File: config.mk
export PLATFORM = sky130hd
export DESIGN_NAME = mac_accum_stage
export DESIGN_NICKNAME = d
export VERILOG_FILES = /design/src/rtl/cnn_acc_pkg.sv /design/src/rtl/acc_requant.sv /design/src/rtl/mac_accum_stage.sv
export SDC_FILE = /design/constraint.sdc
export NUM_CORES = 1
export LEC_CHECK = 0
export ABC_CLOCK_PERIOD_IN_PS = 8800
export BUFFER_PORTS_ARGS = -buffer_cell sky130_fd_sc_hd__buf_2
export CAP_MARGIN = 30
export CORE_MARGIN = 5
export CORE_UTILIZATION = 57
export CTS_BUF_LIST = sky130_fd_sc_hd__clkbuf_8
export DETAILED_ROUTE_END_ITERATION = 6
export HOLD_SLACK_MARGIN = 0.05
export PLACE_DENSITY = 0.78
export RECOVER_POWER = 50
export REMOVE_ABC_BUFFERS = 1
export SETUP_SLACK_MARGIN = 0.05
export SYNTH_ARGS = -nofsm -noshare
export SYNTH_HDL_FRONTEND = slang
export SYNTH_SLANG_ARGS = --single-unit
File: constraint.sdc
create_clock -name clk -period 8.8 [get_ports clk]
set_clock_uncertainty 0.15 [all_clocks]
set_input_delay 1.76 -clock clk [delete_from_list [all_inputs] [get_ports clk]]
set_output_delay 1.76 -clock clk [all_outputs]
set_load 0.01 [all_outputs]
File: src/rtl/cnn_acc_pkg.sv
// Shared definitions for the MAC accumulate/requantize stage: FSM encoding,
// saturation bound helpers and the signed-overflow check.
package cnn_acc_pkg;

  typedef enum logic {ST_IDLE, ST_ACC} state_t;

  // Bounds of a signed w-bit result, evaluated into localparams by the users.
  function automatic longint sat_max(int unsigned w);
    return (longint'(1) << (w - 1)) - longint'(1);
  endfunction

  function automatic longint sat_min(int unsigned w);
    return -(longint'(1) << (w - 1));
  endfunction

  // Two's-complement add overflowed: operands agree in sign, sum does not.
  function automatic logic add_ovf(logic a_sign, logic b_sign, logic sum_sign);
    return (a_sign == b_sign) && (sum_sign != a_sign);
  endfunction

endpackage

File: src/rtl/acc_requant.sv
// Combinational requantizer: round-half-up arithmetic right shift, optional
// ReLU clamp (RELU_EN), then saturation to a signed OUT_W result.
module acc_requant
  import cnn_acc_pkg::*;
#(
  parameter int unsigned ACC_W = 24,
  parameter int unsigned OUT_W = 8,
  parameter int unsigned SHW   = 5
) (
  input  logic signed [ACC_W-1:0] final_val,
  input  logic        [SHW-1:0]   shift,
  output logic        [OUT_W-1:0] result
);

  localparam logic signed [ACC_W:0] SAT_MAX = (ACC_W + 1)'(sat_max(OUT_W));
  localparam logic signed [ACC_W:0] SAT_MIN = (ACC_W + 1)'(sat_min(OUT_W));
  localparam logic signed [ACC_W:0] ONE     = (ACC_W + 1)'(1);

  // One guard bit so the rounding increment can never wrap.
  logic signed [ACC_W:0] ext;
  logic signed [ACC_W:0] rnd;
  logic signed [ACC_W:0] shd;
  logic signed [ACC_W:0] clip;

  always_comb begin
    ext = (ACC_W + 1)'(final_val);
    rnd = '0;
    if (shift != '0) rnd = ONE << (shift - SHW'(1));
    if (int'(shift) >= int'(ACC_W)) begin
      shd = ext[ACC_W] ? '1 : '0;
    end else begin
      shd = (ext + rnd) >>> shift;
    end
`ifdef RELU_EN
    clip = shd[ACC_W] ? '0 : shd;
`else
    clip = shd;
`endif
    if (clip > SAT_MAX) begin
      result = SAT_MAX[OUT_W-1:0];
    end else if (clip < SAT_MIN) begin
      result = SAT_MIN[OUT_W-1:0];
    end else begin
      result = clip[OUT_W-1:0];
    end
  end

endmodule

File: src/rtl/mac_accum_stage.sv
// Window accumulator behind the shift-add multiplier: bias + LEN products,
// requantized to OUT_W with a one-cycle strobe. RELU_EN selects ReLU clamping.
module mac_accum_stage
  import cnn_acc_pkg::*;
#(
  parameter int unsigned DW    = 8,
  parameter int unsigned ACC_W = 24,
  parameter int unsigned LEN   = 25,
  parameter int unsigned OUT_W = 8,
  parameter int unsigned SHW   = 5
) (
  input  logic              clk,
  input  logic              rst,
  input  logic              en_synch,
  input  logic [2*DW-1:0]   prod_in,
  input  logic              prod_vld,
  input  logic [ACC_W-1:0]  bias,
  input  logic [SHW-1:0]    shift,
  output logic [OUT_W-1:0]  out_data,
  output logic              out_vld,
  output logic              busy,
  output logic              ovf
);

  localparam int unsigned CW = (LEN > 1) ? $clog2(LEN) : 1;

  state_t             state;
  logic [CW-1:0]      cnt;
  logic [ACC_W-1:0]   acc;

  logic [ACC_W-1:0]   prod_ext;
  logic [ACC_W-1:0]   base;
  logic [ACC_W-1:0]   sum;
  logic               sum_ovf;
  logic               finalize;
  logic [OUT_W-1:0]   req;

  // The first product of a window adds onto bias instead of the accumulator.
  always_comb begin
    prod_ext = ACC_W'($signed(prod_in));
    base     = (state == ST_IDLE) ? bias : acc;
    sum      = base + prod_ext;
    sum_ovf  = add_ovf(base[ACC_W-1], prod_ext[ACC_W-1], sum[ACC_W-1]);
    if (state == ST_ACC) finalize = prod_vld && (cnt == CW'(LEN - 1));
    else                 finalize = prod_vld && (LEN == 1);
  end

  acc_requant #(
    .ACC_W (ACC_W),
    .OUT_W (OUT_W),
    .SHW   (SHW)
  ) u_requant (
    .final_val (sum),
    .shift     (shift),
    .result    (req)
  );

  always_ff @(posedge clk) begin
    if (rst || !en_synch) begin
      state    <= ST_IDLE;
      cnt      <= '0;
      acc      <= '0;
      out_data <= '0;
      out_vld  <= 1'b0;
      ovf      <= 1'b0;
    end else begin
      out_vld <= 1'b0;
      if (prod_vld) begin
        ovf <= ovf | sum_ovf;
        if (finalize) begin
          out_data <= req;
          out_vld  <= 1'b1;
          state    <= ST_IDLE;
          cnt      <= '0;
        end else begin
          acc   <= sum;
          cnt   <= cnt + CW'(1);
          state <= ST_ACC;
        end
      end
    end
  end

  assign busy = (state == ST_ACC);

endmodule

==> results.md <==
* PD cells at 159 nW/um2
* Layout area overhead at 9.32%
* Cell Count, Final, Fillers Out at 1,070
* Final TNS setup at 0 ns
* Core box area at 11,000 um2
* CTS tree: done
* Met1 Resource Use GR at 0.380
* Status: complete, no violations
* Largest net degree at the start of global routing at 35
* Number of port buffers at 59
* Pwr Total at 0.00112 W
* Met2 Use GR at 0.474
* Vias in the first global route at 6,419
* IO Count at 60
* Utilization after layout at 0.643
* Rows at 38
* RSZ-0062 raised after global routing: true
* Switching Power at 0.000506 W
* Proportion of layout cells with a drive suffix above 1 at 0.153
* Area contributors post-synth: dfxtp_1 (12%), ha_1 (9.5%), nand2_1 (7.3%), a21oi_1 (6.7%), mux2_2 (5.8%)
* HPWL Detailed at 14.8 mm
* Global route overflow at 0
* First-pass GRT wire length at 31.6 mm
* Top cells by count, synth: nand2_1 (125), nor2_1 (99), a21oi_1 (86)
* DRC viols at 0
* Post-synth cell types at 85
* Placed Instances at 1,062
* Worst endpoint required time at 8.91 ns
* CP Class: input port to register
* #FFs+latches synth at 40
* Max_cap viols at 0
* Switching part of the total at 0.452
* Antenna violations before repair at 0
* Post-synth ARST share at 0
* Via count at 6,929
* Comb pwr share at 0.631
* Number of synthesized flops with an enable pin at 0
* Yosys warns at 0
* Max-slew violations at 0
* Int Power at 0.000614 W
* Gr usage total at 0.290
* Most frequently used flop master after synthesis: dfxtp_1
* Largest area contributor in the netlist: dfxtp_1
* Die H at 116 um
* Final hold violations at 0
* Nets at 1,029
* Critical Path Start Type: input port
* Slew headroom at 0.463
* Clock share of power at 0.198
* CTS sink cnt at 40
* Most frequent cell after synthesis: nand2_1
* Clk buf depth at 2
* Clock latency on the worst-skew pair at 0.33 ns
* DRT Pass-1 Iters at 5
* Hold buffers post-CTS at 0
* H-tree Lvls at 2
* Synth top area share at 0.124
* Clock Pin Slew Worst Setup and Hold Paths at 0.09 ns
* Worst min path class: register to register
* # setup viols final at 0
* Die width at 116 um
* Avg Cell Area, Syn at 7.23 um2
* Actual slew at the worst max-slew pin at 0.802 ns
* Post-synthesis cell count at 894
* Fmax at 0.120 GHz
* Routability cong. at 1.01
* CP endpoint kind: register
* Drt first-iter violations at 519
* Final ANT Viol Nets at 0
* Avg WL per Cell at 18.2 um
* Peak supply drop at 117 uV
* Sequential-to-total area share from yosys stat at 0.124
* Antenna Cells at 0
* CTS root buffer: clkbuf_8
* Initial Util at 0.588
* Sequential share of power at 0.171
* Routed vias/inst at 6.48
* Min cycle time layout at 8.35 ns
* Critical path fanouts, max at 9
* Post-synthesis cell area at 6460 um2
* CP Data Arrival Time at 8.46 ns
* Die ar. at 13,600 um2
* CTS Buf Count at 5
* Tcrit/Tclk final at 0.949
* Lkg Pwr at 2.95 nW
* GR Util met3 at 0.0611
* GR peak layer: met2
* Final WL at 19.5 mm
## flip-flops by register name (all words and copies together), names as in the netlist
| signal | cells |
|---|---|
| ovf | 1 |
| busy | 1 |
| out_data | 8 |
| cnt | 5 |
| out_vld | 1 |
| acc | 24 |
## layout by cell type (no fill, tap or decap), types with 12 or more instances in the layout
master / n
xnor2_1: 25
o211ai_1: 16
nor3_1: 27
o21ai_0: 45
a211oi_1: 12
dfxtp_1: 40
buf_4: 18
ha_1: 49
nand3_1: 34
inv_1: 15
nor2_1: 99
xor2_1: 17
nand4_1: 12
buf_2: 48
clkbuf_1: 12
mux2i_1: 25
a21oi_1: 86
nand2_1: 125
a21o_1: 21
mux2_2: 32
## metal layers
metal	vias to the layer above	routed length [um]
met5	-	0
met4	0	542
met3	44	1580
met2	290	8900
met1	3187	8460
li1	3408	-
## cell families (layout without fill, tap and decap cells)
kind of cell               Yosys count  count (layout)  synth area share
adders and majority gates           51              51             0.101
xor gates and xnor gates            46              46            0.0668
and+or+nand+nor                    345             345             0.244
muxes                               67              67             0.128
buffers and inverters               69             105            0.0432
DFF                                 40              40             0.124
AOI/OAI and AO/OA                  276             276             0.293
## power by group through the flow
stage	registers (W)	clock network, W	logic, W
2_1_floorplan	0.000196	0	0.000511
3_3_place_gp	0.000195	0	0.000681
3_5_place_dp	0.000196	0	0.000683
4_1_cts	0.000191	0.000228	0.000690
5_1_grt	0.000192	0.000235	0.000774
6_report	0.000191	0.000222	0.000706
## final timing paths
kind	startpoint	end	slack, ns	cells past startpoint
worst min-delay path	acc[8]	acc[8]	0.30	2
worst max register to register	busy	out_data[6]	1.20	28
worst max-delay path	bias[2]	out_data[6]	0.45	28
worst min register to register	acc[8]	acc[8]	0.30	2
## critical path, cell delays in order
cell      delay, ns
buf_2          0.09
mux2_2         0.25
ha_1           0.35
a21o_1         0.14
a21oi_1        0.09
o21bai_1       0.18
a21oi_1        0.12
o21bai_1       0.27
a221oi_1       0.16
o41ai_1        0.60
nand2_1        0.21
a211oi_1       0.35
nor2_1         0.12
a21oi_1        0.30
xor2_1         0.19
ha_1           0.26
buf_4          0.18
a21oi_1        0.11
o21ai_0        0.09
a21oi_1        0.30
xor2_2         0.20
a211oi_2       0.40
nor3_1         0.12
o2111a_1       0.26
or4_4          0.54
o41ai_4        0.49
nand2_1        0.13
o211ai_1       0.19
## through the flow
stage	worst slack [ns]	hold slack, ns	instance area (um2)
after floorplan	1.01	0.283	6240
after global placement	0.288	0.291	6860
after detailed placement	0.190	0.295	6910
after CTS	0.493	0.308	7070
after global routing	0.0517	0.327	7060
final	0.449	0.304	7060
## timing repair
| action | in CTS | in global routing |
|---|---|---|
| gates resized for setup | 0 | 1 |
| endpoints found under the setup margin | 0 | 4 |
| setup buffers | 0 | 0 |
## area by class of cell
type                            count  area [um2]
Multi-Input combinational cell    785        5390
Inverter                           17        63.8
Fill cell                        1025        3920
Clock buffer                        5        68.8
Tap cell                          140         175
Timing Repair Buffer               80         475
Sequential cell                    40         801
Clock inverter                      3        90.1
Note: power is estimated with default switching activity, not from simulation.
